File: config.mk
export PLATFORM = sky130hd
export DESIGN_NAME = down_cntr_sched_flat
export DESIGN_NICKNAME = d
export VERILOG_FILES = /design/src/rtl/down_cntr_pkg.sv /design/src/rtl/down_cntr_sched_if.sv /design/src/rtl/down_cntr_core.sv /design/src/rtl/down_cntr_sched.sv /design/src/flat_wrapper.sv
export SDC_FILE = /design/constraint.sdc
export NUM_CORES = 1
export LEC_CHECK = 0
export BUFFER_PORTS_ARGS = -buffer_cell sky130_fd_sc_hd__buf_4
export CAP_MARGIN = 0
export CORE_ASPECT_RATIO = 0.5
export CORE_MARGIN = 3
export CORE_UTILIZATION = 35
export DETAILED_ROUTE_END_ITERATION = 16
export PLACE_DENSITY = 0.59
export RECOVER_POWER = 50
export SYNTH_ARGS = -nofsm -noshare
export SYNTH_HDL_FRONTEND = slang
export SYNTH_SLANG_ARGS = --single-unit
File: constraint.sdc
create_clock -name clk -period 3.2 [get_ports clk]
set_clock_uncertainty 0.1 [all_clocks]
set_input_delay 0.64 -clock clk [delete_from_list [all_inputs] [get_ports clk]]
set_output_delay 0.64 -clock clk [all_outputs]
set_load 0.02 [all_outputs]
File: src/rtl/down_cntr_pkg.sv
// Shared types and helpers for the down-counter scheduler.
// Holds the FSM encoding and the round-robin pick.
package down_cntr_pkg;

  localparam int DEF_CW  = 4;
  localparam int MAX_REQ = 32;

  typedef enum logic [1:0] {
    S_IDLE,
    S_LOAD,
    S_COUNT,
    S_DONE
  } state_t;

  typedef struct packed {
    logic       valid;
    logic [4:0] idx;
  } pick_t;

  // First set bit at or after last+1, wrapping modulo n.
  function automatic pick_t rr_pick(
    input logic [MAX_REQ-1:0] req,
    input int                 n,
    input int                 last
  );
    pick_t r;
    int    j;
    r = '0;
    for (int k = 1; k <= MAX_REQ; k++) begin
      if (k <= n) begin
        j = (last + k) % n;
        if (!r.valid && req[5'(j)]) begin
          r.valid = 1'b1;
          r.idx   = 5'(j);
        end
      end
    end
    return r;
  endfunction

endpackage

File: src/rtl/down_cntr_sched_if.sv
// Requester-side bundle of the down-counter scheduler.
// The scheduler owns grant/done/busy/cnt.
interface down_cntr_sched_if
  import down_cntr_pkg::*;
#(
  parameter int N_REQ = 4,
  parameter int CW    = DEF_CW
);

  logic [N_REQ-1:0]    req;
  logic [N_REQ*CW-1:0] load_val;
  logic [N_REQ-1:0]    grant;
  logic [N_REQ-1:0]    done;
  logic                busy;
  logic [CW-1:0]       cnt;

  modport master (
    output req,
    output load_val,
    input  grant,
    input  done,
    input  busy,
    input  cnt
  );

  modport slave (
    input  req,
    input  load_val,
    output grant,
    output done,
    output busy,
    output cnt
  );

endinterface

File: src/rtl/down_cntr_core.sv
// Shared down-counter datapath: load wins over enable,
// and enable stops decrementing once the value is zero.
module down_cntr_core
  import down_cntr_pkg::*;
#(
  parameter int CW = DEF_CW
) (
  input  logic          clk,
  input  logic          rst,
  input  logic          load,
  input  logic          en,
  input  logic [CW-1:0] d,
  output logic [CW-1:0] q,
  output logic          zero
);

  always_ff @(posedge clk) begin
    if (!rst) begin
      q <= '0;
    end else if (load) begin
      q <= d;
    end else if (en && (q != '0)) begin
      q <= q - CW'(1);
    end
  end

  assign zero = (q == '0);

endmodule

File: src/rtl/down_cntr_sched.sv
// Round-robin owner of one down-counter: grants a requester,
// loads its value, counts to zero and pulses its done.
module down_cntr_sched
  import down_cntr_pkg::*;
#(
  parameter int N_REQ = 4,
  parameter int CW    = DEF_CW
) (
  input logic              clk,
  input logic              rst,
  down_cntr_sched_if.slave bus
);

  localparam int IW = (N_REQ > 1) ? $clog2(N_REQ) : 1;
  localparam logic [IW-1:0] LAST_RST = IW'(N_REQ - 1);

  state_t           state;
  logic [IW-1:0]    idx;
  logic [IW-1:0]    last;
  logic [N_REQ-1:0] grant_q;
  logic [N_REQ-1:0] done_q;
  logic             busy_q;
  logic [CW-1:0]    cnt_q;
  logic [CW-1:0]    cnt_d;
  logic             own_req;
  logic             load;
  logic             en;
  logic             zero;
  pick_t            pk;

  assign pk      = rr_pick(MAX_REQ'(bus.req), N_REQ,
                           int'(last));
  assign own_req = bus.req[idx];
  assign cnt_d   = bus.load_val[int'(idx)*CW +: CW];

  // Counter only moves while the owner still holds req.
  assign load = (state == S_LOAD) && own_req;
  assign en   = (state == S_COUNT) && own_req;

  always_ff @(posedge clk) begin
    if (!rst) begin
      state   <= S_IDLE;
      idx     <= '0;
      last    <= LAST_RST;
      grant_q <= '0;
      done_q  <= '0;
      busy_q  <= 1'b0;
    end else begin
      done_q <= '0;
      unique case (state)
        S_IDLE: begin
          if (pk.valid) begin
            idx     <= IW'(pk.idx);
            grant_q <= N_REQ'(1) << pk.idx;
            busy_q  <= 1'b1;
            state   <= S_LOAD;
          end
        end
        S_LOAD, S_COUNT: begin
          if (!own_req) begin
            state   <= S_IDLE;
            last    <= idx;
            grant_q <= '0;
            busy_q  <= 1'b0;
          end else if (state == S_LOAD) begin
            state <= S_COUNT;
          end else if (zero) begin
            state  <= S_DONE;
            done_q <= grant_q;
          end
        end
        S_DONE: begin
          state   <= S_IDLE;
          last    <= idx;
          grant_q <= '0;
          busy_q  <= 1'b0;
        end
        default: state <= S_IDLE;
      endcase
    end
  end

  down_cntr_core #(
    .CW (CW)
  ) u_core (
    .clk  (clk),
    .rst  (rst),
    .load (load),
    .en   (en),
    .d    (cnt_d),
    .q    (cnt_q),
    .zero (zero)
  );

  assign bus.grant = grant_q;
  assign bus.done  = done_q;
  assign bus.busy  = busy_q;
  assign bus.cnt   = cnt_q;

endmodule

File: src/flat_wrapper.sv
// flat-port wrapper written by rule: the top's interface ports become plain ports
module down_cntr_sched_flat import down_cntr_pkg::*;
#(
  parameter int N_REQ = 4,
  parameter int CW    = DEF_CW
)
  (clk, rst, bus_req, bus_load_val, bus_grant, bus_done, bus_busy, bus_cnt);
  down_cntr_sched_if #(.N_REQ(N_REQ), .CW(CW)) bus_i ();
  input logic clk;
  input logic rst;
  input wire logic [$bits(bus_i.req)-1:0] bus_req;
  input wire logic [$bits(bus_i.load_val)-1:0] bus_load_val;
  output wire logic [$bits(bus_i.grant)-1:0] bus_grant;
  output wire logic [$bits(bus_i.done)-1:0] bus_done;
  output wire logic [$bits(bus_i.busy)-1:0] bus_busy;
  output wire logic [$bits(bus_i.cnt)-1:0] bus_cnt;
  assign bus_i.req = bus_req;
  assign bus_i.load_val = bus_load_val;
  assign bus_grant = bus_i.grant;
  assign bus_done = bus_i.done;
  assign bus_busy = bus_i.busy;
  assign bus_cnt = bus_i.cnt;
  down_cntr_sched #(.N_REQ(N_REQ), .CW(CW)) u_core (.clk(clk), .rst(rst), .bus(bus_i));
endmodule
==> flow_metrics.py <==
metrics = {
    "outcome": {
        "status": "completed",
    },
    "yosys": {
        "ys.flop_type": "dfxtp_1",
        "synth_enable_flop_cells": 0,
        "yosysTopAreaCell": "dfxtp_1",
        "synth.most_common_cell": "dfxtp_1",
        "syn_nets": 140,
        "netlist_instances": 113,
        "syn_area_per_cell_um2": 9.99,
        "synth-seq-cells": 19,
        "synth.distinct_cells": 41,
        "synth_top_area_share_pct": 33.7,
        "synth_area_leaders": "dfxtp_1 34%, mux4_1 9.3%, ha_1 5.5%, a32o_1 3.5%, mux2i_1 3.5%",
        "synth-seq-area-share_pct": 33.7,
        "synth-warning-count": 0,
        "ys_async_sr_fraction_pct": 0,
        "ys_top_cells_by_count": "19 x dfxtp_1, 7 x a21oi_1, 7 x inv_1, 7 x nor2_1, 6 x nand2_1",
        "synth_area_um2": 1130,
    },
    "setup_path": {
        "worstSetupPathType": "flip-flop to flip-flop",
        "startpoint_type": "flip-flop",
        "cp.required_ns": 3.26,
        "endpoint_kind": "flip-flop",
        "path_max_fanout": 10,
        "cp.arrival_ns": 2.06,
    },
    "cts": {
        "clk-insertion-delay-late_ns": 0.26,
        "cts_resized": 0,
        "cts_sinks": 19,
        "htree_levels": 1,
        "ctsLongestPathBuffers": 2,
        "cts.clk_slew.worst_paths_ns": 0.07,
        "numCtsBuffers": 3,
        "cts_root_buf": "clkbuf_8",
        "post-cts-setup-buffers": 0,
        "cts_hold_buffers": 0,
        "cts_tree": "done",
    },
    "sta": {
        "post-route-period-util_pct": 62.6,
        "setup_tns_ns": 0,
        "slew_violations": 0,
        "hold_ws_ns": 0.384,
        "clock.fmax_mhz": 499,
        "finalSetupViolations": 0,
        "relSlewSlack_pct": 65.7,
        "max_slew.worst_pin.slew_ns": 0.514,
        "period_needed_ns": 2.00,
        "rsz0062_at_grt": "no",
        "finalHoldViolCount": 0,
    },
    "placement": {
        "place.gp.congestion": 0.757,
        "portBuffers": 34,
        "postPlaceCellArea_um2": 1400,
        "hpwl_mm": 2.17,
    },
    "drt": {
        "first_pass_iters": 4,
        "num_vias": 1006,
        "drc_errors": 0,
        "viasPerCell": 5.47,
        "antenna_left": 0,
        "drt_iter0_drc": 72,
        "wirelength_mm": 2.76,
        "wl_per_cell_um": 15.0,
    },
    "grt": {
        "grt_pass1_wl_mm": 4.48,
        "grt-ovfl-total": 0,
        "track_usage_pct": 14.6,
        "grt_pass1_vias": 921,
        "grt_max_degree": 14,
        "antenna_found_initial": 0,
    },
    "final_layout": {
        "areaGrowthSynthToFinish_pct": 23.6,
        "drive_gt1_share_pct": 20.4,
        "n_antenna_cell": 0,
        "final_nets": 175,
        "fin_area_um2": 1400,
    },
    "hold_path": {
        "hold_class": "flip-flop to flip-flop",
    },
    "floorplan": {
        "io_pins": 35,
        "core_area_um2": 2830,
        "die_h_um": 46.2,
        "initial_utilization_pct": 39.9,
        "die_area_um2": 3980,
        "die_w_um": 86.3,
        "rows": 13,
    },
    "power": {
        "ir_drop_v": 0.000268,
        "p_per_area_nw_per_um2": 633,
        "p_leak_nw": 0.564,
    },
    "run": {
        "drv_cap": 0,
    },
}
power breakdown:
group	switching [mW]	internal, mW	leakage (nW)	total (mW)
logic	0.210	0.167	0.386	0.377
clock network	0.0879	0.0879	0.0217	0.176
registers	0.0521	0.278	0.156	0.330
total	0.350	0.532	0.564	0.883
placed cells by master (no fill, tap or decap), types with 2 or more instances in the layout:
cell      instances
and2_1            4
o21ai_0           3
mux2i_1           4
a211oi_1          2
nor2b_1           3
or3_1             2
ha_1              5
a21oi_2           2
a21o_1            2
inv_1             7
nor2_1            7
buf_4            20
mux4_1            4
clkbuf_1         14
a21oi_1           7
a221oi_1          2
nand2b_1          4
clkbuf_8          3
nand2_1           6
dfxtp_1          19
nor3b_1           2
a32o_1            4
o32ai_1           2
layer usage:
layer	share of wire, %	up-vias	wire [µm]	global-route usage [%]
met1	52	480	1430	21.4
met4	1.1	0	29	3.73
li1	-	502	-	-
met3	5.4	4	150	3.93
met2	42	20	1150	21.1
met5	0	-	0	0
registers in the layout (all words and copies together) (netlist names):
register	flops
u_core.bus.busy	1
u_core.bus.grant	4
u_core.u_core.q	4
u_core.state	2
u_core.bus.done	4
u_core.last	2
u_core.idx	2
layout make-up:
| class | count | area [µm²] |
|---|---|---|
| inverters | 7 | 26.3 |
| well taps | 37 | 46.3 |
| clock buffers | 3 | 41.3 |
| multi-input cells | 83 | 691 |
| repair buffers | 34 | 203 |
| fillers | 291 | 1440 |
| clock inverters | 1 | 7.51 |
| flip-flops and latches | 19 | 380 |
critical path, cell delays in order (launching register included):
cell	delay [ns]
dfxtp_1	0.55
mux4_2	0.71
a21oi_2	0.27
mux2i_1	0.20
nand2_1	0.07
final timing paths:
check | from | to | slack (ns) | cells past startpoint
hold / removal | u_core.bus.busy | u_core.bus.busy | 0.38 | 2
setup / recovery | u_core.idx[0] | u_core.last[0] | 1.20 | 4
setup reg to reg | u_core.idx[0] | u_core.last[0] | 1.20 | 4
hold reg to reg | u_core.bus.busy | u_core.bus.busy | 0.38 | 2
kinds of logic after synthesis:
family / count (synthesis) / synth area share, %
simple gates: 37 / 19.3
buf+inv: 11 / 5.10
fa+ha+maj: 5 / 5.54
compound gates: 32 / 21.5
flops: 19 / 33.7
mux: 9 / 14.9
through the flow:
stage	worst slack [ns]	utilization, %	total power, mW	std cells
final	1.20	49.3	0.883	184
after detailed placement	1.06	49.4	0.730	180
after CTS	1.20	51.1	0.910	184
after global routing	1.06	49.3	0.962	184
after global placement	1.05	49.4	0.731	180
after floorplan	1.30	-	0.625	113
No activity file was read; power rests on OpenSTA's default activity.
